--- config.mk ---
export PLATFORM = sky130hd
export DESIGN_NAME = mulshift_sequencer
export DESIGN_NICKNAME = d
export VERILOG_FILES = /design/src/rtl/mulshift_pkg.sv /design/src/rtl/seq_shift_step.sv /design/src/rtl/mulshift_sequencer.sv
export SDC_FILE = /design/constraint.sdc
export NUM_CORES = 1
export LEC_CHECK = 0
export ABC_AREA = 1
export CAP_MARGIN = 30
export CORE_UTILIZATION = 30
export DETAILED_ROUTE_END_ITERATION = 10
export GPL_TIMING_DRIVEN = 0
export PLACE_DENSITY = 0.49
export SLEW_MARGIN = 25
export SYNTH_ARGS = -nofsm -noshare
export SYNTH_HDL_FRONTEND = slang
export SYNTH_SLANG_ARGS = --single-unit
export TNS_END_PERCENT = 5
--- constraint.sdc ---
create_clock -name CLK -period 2.7 [get_ports CLK]
set_input_delay 0.54 -clock CLK [delete_from_list [all_inputs] [get_ports CLK]]
set_output_delay 0.54 -clock CLK [all_outputs]
set_load 0.02 [all_outputs]
--- src/rtl/mulshift_pkg.sv ---
// mulshift_pkg: shared encodings for the iterative multiply/shift sequencer.
package mulshift_pkg;

    localparam int CNT_W = 4;

    typedef enum logic [1:0] {
        IDLE,
        MUL_RUN,
        SHF_RUN,
        FINISH
    } state_t;

    localparam logic [1:0] OP_MUL   = 2'b00;
    localparam logic [1:0] OP_SHIFT = 2'b01;

    localparam logic [1:0] SH_SLL = 2'b00;
    localparam logic [1:0] SH_SRL = 2'b01;
    localparam logic [1:0] SH_SRA = 2'b10;
    localparam logic [1:0] SH_ROR = 2'b11;

endpackage

--- src/rtl/seq_shift_step.sv ---
// seq_shift_step: combinational single-position shifter (sll/srl/sra/ror).
module seq_shift_step
    import mulshift_pkg::*;
#(
    parameter int WIDTH = 8
) (
    input  logic [WIDTH-1:0] value,
    input  logic [1:0]       shift_type,
    input  logic             sign,
    output logic [WIDTH-1:0] result
);

    assign result = shift_type == SH_SLL ? {value[WIDTH-2:0], 1'b0}
                  : {shift_type == SH_SRL ? 1'b0 : shift_type == SH_SRA ? sign : value[0],
                     value[WIDTH-1:1]};

endmodule

--- src/rtl/mulshift_sequencer.sv ---
// mulshift_sequencer: one-bit-per-clock multiply / one-position-per-clock shift engine.
// MULSHIFT_EARLY_TERM_EN ends a multiply once the remaining multiplier bits are zero.
module mulshift_sequencer
    import mulshift_pkg::*;
#(
    parameter int WIDTH = 8
) (
    input  logic             CLK,
    input  logic             RESET,
    input  logic             START,
    input  logic [1:0]       OP,
    input  logic [WIDTH-1:0] DATA1,
    input  logic [WIDTH-1:0] DATA2,
    output logic             BUSYWAIT,
    output logic             DONE,
    output logic [WIDTH-1:0] RESULT
);

    state_t           state, nxt;
    // val is the multiplicand in MUL and the shifting value in SHIFT; ctl is the
    // multiplier in MUL and the untouched shift control word in SHIFT.
    logic [WIDTH-1:0] val, ctl, acc, acc_nxt, step, res_nxt;
    logic [CNT_W-1:0] cnt, n_load;
    logic             sign, launch_zero, mul_last, mul_skip;

    seq_shift_step #(.WIDTH(WIDTH)) u_step (
        .value     (val),
        .shift_type(ctl[5:4]),
        .sign      (sign),
        .result    (step)
    );

    assign acc_nxt = ctl[0] ? acc + val : acc;

`ifdef MULSHIFT_EARLY_TERM_EN
    assign mul_last = (ctl >> 1) == '0;
    assign mul_skip = DATA2 == '0;
`else
    assign mul_last = cnt == CNT_W'(1);
    assign mul_skip = 1'b0;
`endif

    always_comb begin
        n_load      = OP == OP_MUL ? CNT_W'(WIDTH) : OP == OP_SHIFT ? DATA2[CNT_W-1:0] : '0;
        launch_zero = OP[1] || (OP == OP_SHIFT && DATA2[CNT_W-1:0] == '0) || (OP == OP_MUL && mul_skip);
        res_nxt     = state == MUL_RUN ? acc_nxt : state == SHF_RUN ? step : OP == OP_SHIFT ? DATA1 : '0;
        nxt         = state;
        BUSYWAIT    = 1'b0;
        DONE        = 1'b0;
        case (state)
            IDLE: begin
                BUSYWAIT = START;
                if (START)
                    nxt = launch_zero ? FINISH : OP == OP_MUL ? MUL_RUN : SHF_RUN;
            end
            MUL_RUN: begin
                BUSYWAIT = 1'b1;
                if (mul_last)
                    nxt = FINISH;
            end
            SHF_RUN: begin
                BUSYWAIT = 1'b1;
                if (cnt == CNT_W'(1))
                    nxt = FINISH;
            end
            FINISH: begin
                DONE = 1'b1;
                nxt  = IDLE;
            end
            default: nxt = IDLE;
        endcase
    end

    always_ff @(posedge CLK or posedge RESET)
        if (RESET)
            state <= IDLE;
        else
            state <= nxt;

    always_ff @(posedge CLK or posedge RESET) begin
        if (RESET) begin
            val    <= '0;
            ctl    <= '0;
            acc    <= '0;
            cnt    <= '0;
            sign   <= 1'b0;
            RESULT <= '0;
        end else begin
            if (state == IDLE && START) begin
                val  <= DATA1;
                ctl  <= DATA2;
                acc  <= '0;
                cnt  <= n_load;
                sign <= DATA1[WIDTH-1];
            end else if (state == MUL_RUN) begin
                acc <= acc_nxt;
                val <= val << 1;
                ctl <= ctl >> 1;
                cnt <= cnt - 1'b1;
            end else if (state == SHF_RUN) begin
                val <= step;
                cnt <= cnt - 1'b1;
            end
            if (nxt == FINISH)
                RESULT <= res_nxt;
        end
    end

endmodule

==> reports/metrics.cfg <==
[clock_network]
cts_buffer_depth = 2
cts_inserted_buffers = 5
htree_num_levels = 2
cts.sinks = 39
path_clk_slew_ps = 70
cts_tree = built
clk_latency_ps = 300
clockRootBuffer = clkbuf_8
holdBufCountCts = 0

[cells_and_area]
mostFrequentLayoutCell = nand2_1
synthToLayoutAreaGrowth_pct = 21.07
final_cells = 502
diodes = 0
drive_above_1_share = 0.1008
final_cell_mix = 85 x nand2_1, 47 x inv_1, 39 x dfrtp_1, 39 x nor2_1, 28 x clkdlybuf4s50_1
fill_cells = 907
multi_input_area_um2 = 1378
fin_nets = 432
sequential_cell_area_um2 = 975.9
postLayoutCellArea_um2 = 3178

[synthesis]
synth_seq_cells = 39
synth_nets = 394
seq_area_frac_synth = 0.3718
yosys_warnings = 0
syn_area_um2 = 2625
synth_cells = 358
synth.distinct_cells = 30
synth.avg_cell_area_um2 = 7.332

[floorplan]
ios = 31
die_x_um = 95.54
start_util = 0.3147
die_height_um = 95.54
fp-row-count = 33
die_area_um2 = 9128
core_area_um2 = 8341

[timing]
setup_viol = 0
slew_violations = 0
rsz0062_at_grt = no
slew_headroom = 0.6609
clock.fmax_ghz = 0.3865
finalSetupTns_ps = 0
skew_ps = 10.50
worst-slew-pin-transition_ps = 508.6
layout_min_cycle_time_ps = 2587
hold_viol_final = 0
period_share = 0.9582

[drt]
post_drt_wl_per_cell_um = 14.16
viasPerCell = 4.839
route.detailed.drc = 0
ant_nets = 0
vias = 2429
first_iter_violations = 112
dr.pass1.iters = 4
wl_mm = 7.106

[worst_setup_path]
startpoint_type = register
rr_startpoint = acc[0]
crit_fanout = 10
worstRegToRegCells = 9
reg2reg_to = RESULT[2]
ff2ff_setup_slack_ps = 830
worstPathArrival_ps = 2050
worstPathRequired_ps = 2160
max_stage_delay_ps = 410
crit_chain = inv_1 -> ha_1 -> nor2_2 -> buf_6 -> nor2_1 -> dlygate4sd2_1
critPathSlowestCell = dfrtp_1
cp.buffers_inverters = 3
path_class = register to primary output
crit_path_end_kind = primary output
cp_top_family = buffers and inverters

[run_status]
status = finished, final reports clean

[hold_path]
hp-class = register to register
min_from = RESULT[2]
min_to = RESULT[2]
hold_depth = 2

[grt]
grt_pass1_wl_mm = 11.99
grt_use_total = 0.1735
antenna_found_initial = 0
grt_max_degree = 24
first_global_vias = 2343
grt.overflow.total = 0

[run]
max_cap_viol_count = 0

[power]
power.density_nw_per_um2 = 1257
max-vdd-ir-drop_uv = 548.7
p_leak_nw = 1.552

[place]
gp_congestion = 0.7791
portBuffers = 30
place_inst = 494
postPlaceCellArea_um2 = 3077
place_hpwl_mm = 5.424

## cell type report
| cell class | instances | area share |
|---|---|---|
| Buffer | 11 | 0.02323 |
| Timing Repair Buffer | 31 | 0.1012 |
| Clock buffer | 8 | 0.03150 |
| Sequential cell | 39 | 0.3071 |
| Multi-Input combinational cell | 256 | 0.4335 |
| Tap cell | 105 | 0.04134 |
| Inverter | 52 | 0.06220 |
## cells by family (layout without fill, tap and decap cells)
group | count (synthesis) | count (layout) | share of synthesized area
fa+ha+maj | 15 | 15 | 0.07436
xor+xnor | 1 | 1 | 0.003337
flops | 39 | 39 | 0.3718
compound gates | 81 | 81 | 0.1907
buf+inv | 63 | 102 | 0.1034
simple gates | 159 | 159 | 0.2564
## sequential cells by signal (all words and copies together), names as in the netlist
signal and flops:
RESULT 8, acc 8, val 8, state 2, cnt 4, sign 1, ctl 8
## metrics by stage
step / utilization / worst slack (ps) / power (mW) / hold WS, ps
after floorplan: - / 831.2 / 2.859 / 453.7
after global placement: 0.3665 / -172.1 / 3.558 / 467.4
after detailed placement: 0.3689 / -180.3 / 3.575 / 468.5
after CTS: 0.3807 / 74.81 / 4.020 / 488.6
after global routing: 0.3810 / 14.66 / 4.397 / 516.2
final: 0.3810 / 112.8 / 3.996 / 483.3
## how the worst max path moves through the flow
stage	from	endpoint	slack, ps	cells after the start
detailed placement	START	BUSYWAIT	-180	7
CTS	START	BUSYWAIT	70	7
global placement	START	BUSYWAIT	-170	7
floorplan	state[0]	BUSYWAIT	830	7
global route	state[0]	BUSYWAIT	10	6
finish	state[0]	BUSYWAIT	110	6
## power breakdown
part           total [mW]  internal, mW  switching (mW)
Clock               0.451         0.234           0.217
Combinational        2.45         0.934            1.51
Sequential           1.10         0.864           0.233
## cells in the mapped netlist
cell / n / area [um^2]
a21o_1: 1 / 7.510
nand2_1: 85 / 319.1
buf_4: 1 / 7.510
or2_1: 1 / 6.260
o221ai_1: 14 / 122.6
nor2_2: 1 / 6.260
nand3b_1: 3 / 22.52
a21oi_2: 3 / 26.28
nor2_1: 39 / 146.4
xnor2_1: 1 / 8.760
a31oi_1: 2 / 12.51
o21ai_1: 9 / 45.04
o211ai_1: 3 / 22.52
inv_1: 48 / 180.2
ha_1: 14 / 175.2
buf_6: 3 / 33.78
nand2_4: 1 / 11.26
inv_2: 3 / 11.26
clkbuf_1: 2 / 7.510
o22ai_1: 3 / 18.77
o21ai_0: 25 / 125.1
dfrtp_1: 39 / 975.9
a21oi_1: 17 / 85.08
fa_1: 1 / 20.02
o21ai_2: 4 / 35.03
buf_2: 5 / 25.02
nand3_1: 20 / 100.1
nor2_4: 1 / 11.26
inv_4: 1 / 6.260
nand2_2: 8 / 50.05
## worst reg2reg max path, cell delays in order (launching register included)
cell	delay, ps
dfrtp_1	410
ha_1	240
fa_1	400
nand2_1	100
inv_1	40
o21ai_0	170
o211ai_1	160
o21ai_1	160
nand2_1	80
nand2_1	60
## routing by layer
metal | GRT usage | part of all wire | vias up
met3 | 0.02711 | 0.030 | 6
met2 | 0.2827 | 0.45 | 40
met1 | 0.2418 | 0.51 | 1135
met4 | 0.03731 | 0.0096 | 0
li1 | - | - | 1248
met5 | 0 | 0 | -
## timing repair
action	in CTS	in global routing
setup buffers	0	0
setup endpoints to repair	1	1
resized for setup	1	1
No activity file was read; power rests on OpenSTA's default activity.
